## config.mk

```make
export PLATFORM = sky130hd
export DESIGN_NAME = ucsbece154b_fetch_unit
export DESIGN_NICKNAME = d
export VERILOG_FILES = /design/src/rtl/ucsbece154b_pkg.sv /design/src/rtl/ucsbece154b_fetch_unit.sv
export SDC_FILE = /design/constraint.sdc
export NUM_CORES = 1
export LEC_CHECK = 0
export CORE_MARGIN = 5
export CORE_UTILIZATION = 25
export CTS_BUF_LIST = sky130_fd_sc_hd__clkbuf_16
export CTS_CLUSTER_SIZE = 25
export DETAILED_ROUTE_END_ITERATION = 10
export PLACE_DENSITY = 0.73
export SETUP_SLACK_MARGIN = 0.1
export SLEW_MARGIN = 20
export SYNTH_ARGS = -nofsm -noshare
export SYNTH_HDL_FRONTEND = slang
export SYNTH_SLANG_ARGS = --single-unit
```

## constraint.sdc

```tcl
create_clock -name clk_i -period 5.5 [get_ports clk_i]
set_input_delay 1.1 -clock clk_i [delete_from_list [all_inputs] [get_ports clk_i]]
set_output_delay 1.1 -clock clk_i [all_outputs]
set_load 0.05 [all_outputs]
```

## src/rtl/ucsbece154b_pkg.sv

```systemverilog
// Shared front-end definitions.
//   fetch_state_e : fetch FSM states
//   fetch_entry_t : {pc, instr} record pushed into the instruction queue
//   DEFAULT_RESET_PC / PC_INCR : reset PC and sequential PC step
package ucsbece154b_pkg;

    localparam int unsigned FETCH_XLEN       = 32;
    localparam logic [31:0] DEFAULT_RESET_PC = 32'h0001_0000;
    localparam int unsigned PC_INCR          = 4;

    typedef enum logic [1:0] {
        F_IDLE,
        F_REQ,
        F_WAIT,
        F_DROP
    } fetch_state_e;

    typedef struct packed {
        logic [FETCH_XLEN-1:0] pc;
        logic [FETCH_XLEN-1:0] instr;
    } fetch_entry_t;

endpackage

```

## src/rtl/ucsbece154b_fetch_unit.sv

```systemverilog
// Fetch stage: issues one instruction-memory request at a time (req/gnt/rvalid)
// and pushes {pc, instr} into the instruction queue. A redirect kills any
// in-flight fetch and resumes at the (word-aligned) target PC.
// Ports:
//   clk_i, rst_i                 clock, async active-high reset
//   fetch_en_i                   allow new requests
//   redirect_i, redirect_pc_i    redirect strobe and target
//   imem_req_o, imem_addr_o      request to instruction memory
//   imem_gnt_i                   request accepted
//   imem_rvalid_i, imem_rdata_i  response
//   fq_full_i                    instruction queue full
//   fq_push_o, fq_data_o         push {pc, instr} into the queue
//   busy_o                       request or response outstanding
module ucsbece154b_fetch_unit
    import ucsbece154b_pkg::*;
#(
    parameter int unsigned     XLEN     = FETCH_XLEN,
    parameter logic [XLEN-1:0] RESET_PC = DEFAULT_RESET_PC
) (
    input  logic              clk_i,
    input  logic              rst_i,
    input  logic              fetch_en_i,
    input  logic              redirect_i,
    input  logic [XLEN-1:0]   redirect_pc_i,
    output logic              imem_req_o,
    output logic [XLEN-1:0]   imem_addr_o,
    input  logic              imem_gnt_i,
    input  logic              imem_rvalid_i,
    input  logic [XLEN-1:0]   imem_rdata_i,
    input  logic              fq_full_i,
    output logic              fq_push_o,
    output logic [2*XLEN-1:0] fq_data_o,
    output logic              busy_o
);

    fetch_state_e    state_q;
    logic [XLEN-1:0] pc_q;
    logic            resp_take;

    // A response is kept only if nothing redirected the front end in the meantime
    // (DROP covers earlier redirects, redirect_i covers this cycle).
    assign resp_take   = (state_q == F_WAIT) && imem_rvalid_i && !redirect_i;

    assign imem_req_o  = (state_q == F_REQ);
    assign imem_addr_o = pc_q;
    assign fq_push_o   = resp_take;
    assign fq_data_o   = resp_take ? {pc_q, imem_rdata_i} : '0;
    assign busy_o      = (state_q != F_IDLE);

    always_ff @(posedge clk_i or posedge rst_i) begin
        if (rst_i) begin
            state_q <= F_IDLE;
            pc_q    <= RESET_PC;
        end else begin
            if (redirect_i)
                pc_q <= redirect_pc_i & ~(XLEN'(3));
            else if (resp_take)
                pc_q <= pc_q + XLEN'(PC_INCR);

            unique case (state_q)
                F_IDLE: if (fetch_en_i && !fq_full_i && !redirect_i) state_q <= F_REQ;
                // Request is held until granted; only a redirect may withdraw it.
                // A grant coinciding with a redirect leaves a response to discard.
                F_REQ: begin
                    if (imem_gnt_i)      state_q <= redirect_i ? F_DROP : F_WAIT;
                    else if (redirect_i) state_q <= F_IDLE;
                end
                // Always pass through IDLE after a response so the full flag is
                // re-sampled after our own push has landed in the queue.
                F_WAIT: begin
                    if (imem_rvalid_i)   state_q <= F_IDLE;
                    else if (redirect_i) state_q <= F_DROP;
                end
                F_DROP: if (imem_rvalid_i) state_q <= F_IDLE;
                default: state_q <= F_IDLE;
            endcase
        end
    end

endmodule

```

==> out/qor.txt <==
run status: complete, no violations
GRT Util Overall: 14.8%
min-delay src: imem_addr_o[16]
reported leakage power: 1.79 nW
fraction of synthesis flops using an asynchronous set or reset pin: 100%
setup tns final: 0 ps
biggest cell delay along the critical path: 810 ps
mapped cell area: 2370 um2
number of enable-type register cells in the synthesized netlist: 0
class of the tightest hold or removal check: flop to flop
number of design-rule violations left by the first detailed-router iteration: 132
Filler cells: 927
DIE HEIGHT: 107 um
critical path depth: 4
clock tree from TritonCTS: yes
number of antenna violations at the first check in global routing: 0
Yosys warning count: 0
arrival time at the worst endpoint: 3440 ps
DRC Markers: 0
number of nets at the end of the flow: 515
proportion of layout cells with a drive suffix above 1: 9.93%
final RePlAce weighted congestion: 0.795
Most common cell on crit path: sky130_fd_sc_hd__clkdlybuf4s50_1
leftover overflow at the end of global routing: 0
routed wire length: 9160 um
endpoint type of the worst setup path: output port
Clock Sink Count: 32
maximum ir drop on the vdd rail: 0.185 mV
detailed-route via count: 2842
RSZ-0062 raised after global routing: no
maximum number of pins on one net before global-route repair: 52
area added between synthesis and finish: 74.2%
Worst R2R Path Depth: 5
Design Power: 0.00108 W
Row Count: 35
count of non-filler cells in the finished layout: 572
CTS Hold Buffers Added: 0
number of global-route vias before repair: 2681
minimum period implied by the final worst setup slack: 4540 ps
clock skew: 3.96 ps
H-Tree Depth: 2
period utilization: 82.5%
post-CTS resize count: 0
number of buffers created by CTS: 5
Avg Inst Size Synth: 7.96 um2
cell type of the slowest stage on the worst timing path: sky130_fd_sc_hd__clkdlybuf4s50_1
share of the core filled with cells in the final layout: 44.7%
Final setup violation count: 0
Hold Violations, Final: 0
CTS Root Cell: sky130_fd_sc_hd__clkbuf_16
mean routed wirelength per cell: 16.0 um
DP Cell Count: 565
category of the worst setup path launch point: primary input
first-pass GRT wire length: 14000 um
Synth Register Bits: 32
critical path's top delay family: buffers and inverters
Initial Utilization: 25.7%
latest clock arrival within the worst-skew pair: 270 ps
Min-Delay Path Depth: 2
Max Transition Viols Final: 0
number of top-level pins: 170
sequential-to-total area share from yosys stat: 33.8%
pwr dens: 262 nW/um2
IO Port Bufs: 163
x dimension of the die: 107 um
HPWL reported at the end of detailed placement: 6770 um
launch point of the critical path: imem_rvalid_i
top flip-flop cell by instance count after synthesis: sky130_fd_sc_hd__dfrtp_1
Worst Path Required: 4400 ps
worst reg2reg startpoint: imem_addr_o[2]
CP Max Fanout: 48
number of distinct library cells after synthesis: 43
Crit Path Class: primary input to output port
timing-limited maximum frequency: 220 MHz
Vias/cell: 4.97
clock-pin slew reported for the worst setup and hold paths after clock tree synthesis: 50 ps
count of antenna-violating nets left after detailed routing: 0
Max Root-Sink Buffers: 2
total die area: 11500 um2
Worst Path Buf+Inv: 2
most frequent standard cell in the layout excluding fill and tap cells: sky130_fd_sc_hd__clkdlybuf4s50_1
number of max-cap violations: 0
relative slew slack: 50.9%
First-pass DRT Iterations: 4
area of the core: 9240 um2
commonest cells after routing, fill and taps aside: 139 x sky130_fd_sc_hd__clkdlybuf4s50_1, 57 x sky130_fd_sc_hd__and3_1, 31 x sky130_fd_sc_hd__dfrtp_1
number of buffers added for setup after CTS: 0
antenna diode instance count: 0
cells after synthesis: 298
CP cell instances: clkdlybuf4s50_1, and3b_2, and3_1, clkdlybuf4s50_1
actual slew at the worst max-slew pin: 737 ps
[final timing paths]
path                                    to  slack, ps
hold reg to reg            imem_addr_o[16]        590
setup / recovery             fq_data_o[20]        960
setup reg to reg           imem_addr_o[28]       3030
min in group asynchronous       state_q[0]       1220
max in group asynchronous  imem_addr_o[16]       3940
hold / removal             imem_addr_o[16]        590
[worst register-to-register path: stages, from the launching register on]
cell and delay, ps:
sky130_fd_sc_hd__dfrtp_1 470, sky130_fd_sc_hd__ha_1 210, sky130_fd_sc_hd__nand3_1 180, sky130_fd_sc_hd__or4_1 760
sky130_fd_sc_hd__or4_1 610, sky130_fd_sc_hd__a31oi_1 180
[per-stage QoR]
stage | hold WS (ps) | instance area, um2 | setup slack (ps)
floorplan | 559 | 2380 | 1800
global placement | 580 | 4000 | 986
detailed placement | 588 | 4000 | 949
CTS | 596 | 4130 | 956
global route | 608 | 4130 | 818
finish | 593 | 4130 | 963
[report_power, final]
part           leakage, nW  internal, W  switching [W]
sequential           0.374     0.000265      0.0000495
clock               0.0709     0.000162      0.0000944
combinational         1.34     0.000188       0.000324
[cells by family after synthesis]
logic type               synth area share (%)
AND/OR/NAND/NOR                          40.5
AO/OA/AOI/OAI                            12.8
buffers and inverters                    7.60
flip-flops                               33.8
XOR/XNOR                                 3.69
multiplexers                            0.897
adder cells (fa/ha/maj)                 0.528
other                                   0.158
[synth_stat cells (2+ instances only)]
library cell | n | area [um2]
sky130_fd_sc_hd__buf_2 | 5 | 25.0
sky130_fd_sc_hd__nand4_1 | 9 | 56.3
sky130_fd_sc_hd__a21oi_1 | 2 | 10.0
sky130_fd_sc_hd__o21ai_0 | 15 | 75.1
sky130_fd_sc_hd__and3_1 | 57 | 357
sky130_fd_sc_hd__xnor2_1 | 9 | 78.8
sky130_fd_sc_hd__nor2_1 | 15 | 56.3
sky130_fd_sc_hd__inv_1 | 7 | 26.3
sky130_fd_sc_hd__or4_1 | 18 | 135
sky130_fd_sc_hd__nand3_1 | 14 | 70.1
sky130_fd_sc_hd__a31oi_1 | 13 | 81.3
sky130_fd_sc_hd__clkbuf_1 | 19 | 71.3
sky130_fd_sc_hd__o31ai_1 | 10 | 75.1
sky130_fd_sc_hd__dfrtp_1 | 31 | 776
sky130_fd_sc_hd__buf_4 | 6 | 45.0
sky130_fd_sc_hd__nor4b_1 | 2 | 17.5
sky130_fd_sc_hd__nand2_1 | 24 | 90.1
sky130_fd_sc_hd__nor4_1 | 4 | 25.0
sky130_fd_sc_hd__nor2b_1 | 2 | 12.5
sky130_fd_sc_hd__nor3_1 | 9 | 45.0
sky130_fd_sc_hd__o211ai_1 | 5 | 37.5
[flip-flops by register name, summed over array words and instances, names as in the netlist]
signal,count
imem_addr_o,30
state_q,2
[layer usage]
layer | up-vias | wire length (um) | track usage [%] | part of all wire, %
met5 | - | 0 | 0 | 0
met4 | 0 | 14 | 1.08 | 0.15
met3 | 2 | 617 | 4.32 | 6.7
met2 | 98 | 4500 | 24.7 | 49
met1 | 1352 | 4030 | 19.8 | 44
li1 | 1390 | - | - | -
[final cells by class]
class | count | area, um2 | share of cell area [%]
clock buffers | 5 | 125 | 3.03
clock inverters | 2 | 8.76 | 0.212
inverters | 8 | 30.0 | 0.727
multi-input cells | 229 | 1400 | 33.9
flip-flops and latches | 32 | 802 | 19.4
well taps | 129 | 161 | 3.91
repair buffers | 167 | 1600 | 38.8
No activity file was read; power rests on OpenSTA's default activity.
==> RTL edit 1 (config.mk and constraints unchanged) <==
Re-encode `fetch_state_e` (4 states) as one-hot, 4 bits wide.
--- a/src/rtl/ucsbece154b_pkg.sv
+++ b/src/rtl/ucsbece154b_pkg.sv
@@ -9,9 +9,9 @@
     localparam int unsigned PC_INCR          = 4;
 
-    typedef enum logic [1:0] {
-        F_IDLE,
-        F_REQ,
-        F_WAIT,
-        F_DROP
+    typedef enum logic [3:0] {
+        F_IDLE = 4'b0001,
+        F_REQ  = 4'b0010,
+        F_WAIT = 4'b0100,
+        F_DROP = 4'b1000
     } fetch_state_e;
 
Formal check against the unedited RTL: no difference found for any inputs over 10 cycles, from zero or initial values and one cycle with rst_i high; not proved beyond that.
==> RTL edit 1 against the original RTL <==
Synthesized area up 4.8%. Design area up 1.9%. Clock power up 5%. Critical path depth unchanged. Utilization down 1.5 points. Sequential cell count up 2. Setup slack better by 0.13 ns. Wire length down 2.5%. Total power down 18%.
==> RTL edit 1: results <==
[run_status]
status = complete, no violations

[power]
vdd_ir_drop_max_uv = 174
p_switching_mw = 0.325
leakagePower_nw = 1.71
p_sw_frac = 0.365
comb-power_mw = 0.304

[sta]
worst_slew_pin_slew_ns = 0.696
clock_skew_ns = 0.00576
holdWs_ns = 0.540
post-route-period-util = 0.802

[cells_and_area]
drive_above_1_share = 0.152
nets = 537
fillers = 995

[routing]
drtIter0Drc = 77
viasPerCell = 4.72
via_count = 2827

[synthesis]
synthTopCellsByCount = and2_1, dfrtp_1, nand2_1
synthMuxAreaShare = 0.00403
synth_cells = 316
yosys-top-cells-area = dfrtp_1, and2_1, or4_1, nand2_1, a31oi_1
synth_adder_area_share = 0.00504
synth_compound_area_frac = 0.136
ys_seq_area_frac = 0.343
synthXorXnorAreaFrac = 0.0282

[global_route]
grt_first_pass_wirelength_mm = 13.9
grt_pass1_vias = 2695
grt_max_degree = 54

[critical_path]
endpoint = fq_data_o[41]
r2r_start = state_q[3]
setup.worst_path.start = redirect_i
r2r_slack_ns = 2.86

[placed_design]
dp.cells = 591
dp_hpwl_mm = 6.75
RTL edit 1: cell count changes in the layout (fill, tap and decap cells not counted), sizes merged, moves of 3 or more:
| cell | unedited run | this run |
|---|---|---|
| and2 | 0 | 59 |
| and3 | 58 | 2 |
| buf | 28 | 58 |
| clkdlybuf4s50 | 139 | 110 |
| nor2 | 15 | 22 |
| nand4 | 10 | 5 |
| nor3 | 9 | 4 |
| nor4 | 4 | 9 |
| nand3 | 14 | 17 |
RTL edit 1: final cells by class:
cell class	instances	area (um2)	share of cell area
repair buffers	168	1540	0.365
multi-input cells	247	1480	0.351
flip-flops and latches	34	853	0.203
clock inverters	3	13.8	0.00327
clock buffers	5	125	0.0297
well taps	133	166	0.0395
inverters	9	33.8	0.00803
RTL edit 1: routing by layer:
metal	part of all wire	GRT usage	wire (um)	up-vias
met5	0	0	0	-
met4	0.014	0.0365	122	0
met3	0.069	0.0364	615	10
met2	0.49	0.251	4380	82
met1	0.43	0.186	3810	1313
li1	-	-	-	1422
==> RTL edit 2 (same settings) <==
Without the edit above. Change the package constant `FETCH_XLEN` from 32 to 48.
--- a/src/rtl/ucsbece154b_pkg.sv
+++ b/src/rtl/ucsbece154b_pkg.sv
@@ -5,5 +5,5 @@
 package ucsbece154b_pkg;
 
-    localparam int unsigned FETCH_XLEN       = 32;
+    localparam int unsigned FETCH_XLEN       = 48;
     localparam logic [31:0] DEFAULT_RESET_PC = 32'h0001_0000;
     localparam int unsigned PC_INCR          = 4;
Interface: changed (resized fq_data_o, imem_addr_o, imem_rdata_i and redirect_pc_i); port bits go from 170 to 250. No check against the original RTL was run, so the function may have changed too.
==> RTL edit 2 against the original RTL <==
First-iteration DRC count increased by 21%. Largest power group unchanged. Clock power grew 18%. Critical path depth rose by 2. Sequential cell count is 16 higher. Wire length rose by 57%. Setup slack improved by 0.19 ns. Design area increased by 52%. Synthesized area is 50% higher. Hold slack improved by 0.015 ns. Global-route usage rose by 1.4 points. Total power grew 35%. Largest cell class unchanged. Combinational power is 35% higher. Sequential power increased by 49%.
==> RTL edit 2: results <==
[placed_design]
dp_hpwl_mm = 11.2
pre_cts_ws_ns = 1.16
placed_cell_area_um2 = 6130
gp_congestion = 0.757
port_buffers = 243
dp.cells = 842

[synthesis]
synth.avg_cell_area_um2 = 8.06
synth_most_common_cell = and2_1
synth_cell_types = 49
ys_seq_area_frac = 0.338
synthTopCellsByCount = and2_1, nand2_1, dfrtp_1
ys_ff_latch = 48
yosys-top-cells-area = dfrtp_1, and2_1, nand2_1, xor2_1, o21ai_0
synth-warning-count = 0

[global_route]
grt_util_met1 = 0.195
grt_first_pass_wirelength_mm = 21.4
grt_max_degree = 92
use_met2 = 0.288
grtUsageTotal = 0.162
antenna_found_initial = 1
grt_pass1_vias = 3908
use_met3 = 0.0437

[critical_path]
cp_max_fo = 91
path_delay_family = buffers and inverters
crit_arrival_ns = 3.24

[clocking]
numCtsBuffers = 5
cts_setup_buffers = 0
cts.repair.resized = 0
path_clk_slew_ns = 0.07
cts_hold_buf = 0
insertion_delay_ns = 0.29

[routing]
wirelength_mm = 14.4
drtIter0Drc = 160
routedWlPerCell_um = 16.9
viasPerCell = 4.71

[cells_and_area]
multi_input_area_um2 = 2220
sh_seq_area = 0.192
nets = 773
diodes = 1
clkCellAreaFrac = 0.0223
drive_above_1_share = 0.0493
num-multi-input-gates = 359
multi_input_area_share = 0.353
fillers = 1418
largest_register_ffs = 46
buffer_area_frac = 0.392
inverters = 7
n_all_buffers = 248

[floorplan]
die-width_um = 129

[sta]
clock_skew_ns = 0.00737
worst_slew_pin_slew_ns = 0.916

[run_status]
status = complete, no violations

[power]
leakagePower_nw = 2.40
p_sw_frac = 0.437
vdd_ir_drop_max_uv = 131
## RTL edit 2: logic make-up (layout without fill, tap and decap cells)
family / Yosys count / in the layout / synth area share
muxes: 6 / 6 / 0.0176
and+or+nand+nor: 263 / 263 / 0.425
AOI/OAI and AO/OA: 53 / 53 / 0.0906
xor gates and xnor gates: 32 / 32 / 0.0787
adders and majority gates: 1 / 1 / 0.00351
DFF: 48 / 48 / 0.338
other: 1 / 5 / 0.00105
buffers and inverters: 38 / 263 / 0.0457
## RTL edit 2: power by group through the flow
stage / clock [mW] / combinational, mW / sequential (mW)
finish: 0.304 / 0.693 / 0.468
global route: 0.326 / 0.732 / 0.478
CTS: 0.313 / 0.701 / 0.468
detailed placement: 0 / 0.700 / 0.475
global placement: 0 / 0.695 / 0.473
floorplan: 0 / 0.327 / 0.563
## RTL edit 2: worst reg2reg max path, stage by stage, from the launching register on
cell and delay (ns):
dfrtp_1 0.46, ha_1 0.22, nand4b_1 0.20, nor3_2 0.74
nand4_1 0.35, o211a_1 0.31, a211o_1 0.25
## RTL edit 2: final timing paths
| path | startpoint | to | cells after the start | slack [ns] |
|---|---|---|---|---|
| max | imem_rvalid_i | fq_data_o[84] | 6 | 1.16 |
| min | imem_addr_o[16] | imem_addr_o[16] | 2 | 0.61 |
| max reg2reg | imem_addr_o[2] | imem_addr_o[34] | 6 | 2.87 |
| min reg2reg | imem_addr_o[16] | imem_addr_o[16] | 2 | 0.61 |
| max in group asynchronous | rst_i | imem_addr_o[36] | 2 | 3.68 |
| min in group asynchronous | rst_i | imem_addr_o[12] | 2 | 1.30 |
## RTL edit 2: metal layers
layer  up-vias  share of wire  routed length (um)
li1       1984              -                   -
met1      1837           0.39                5670
met2       174           0.51                7300
met3         9          0.091                1320
met4         0         0.0081                 116
met5         -              0                   0
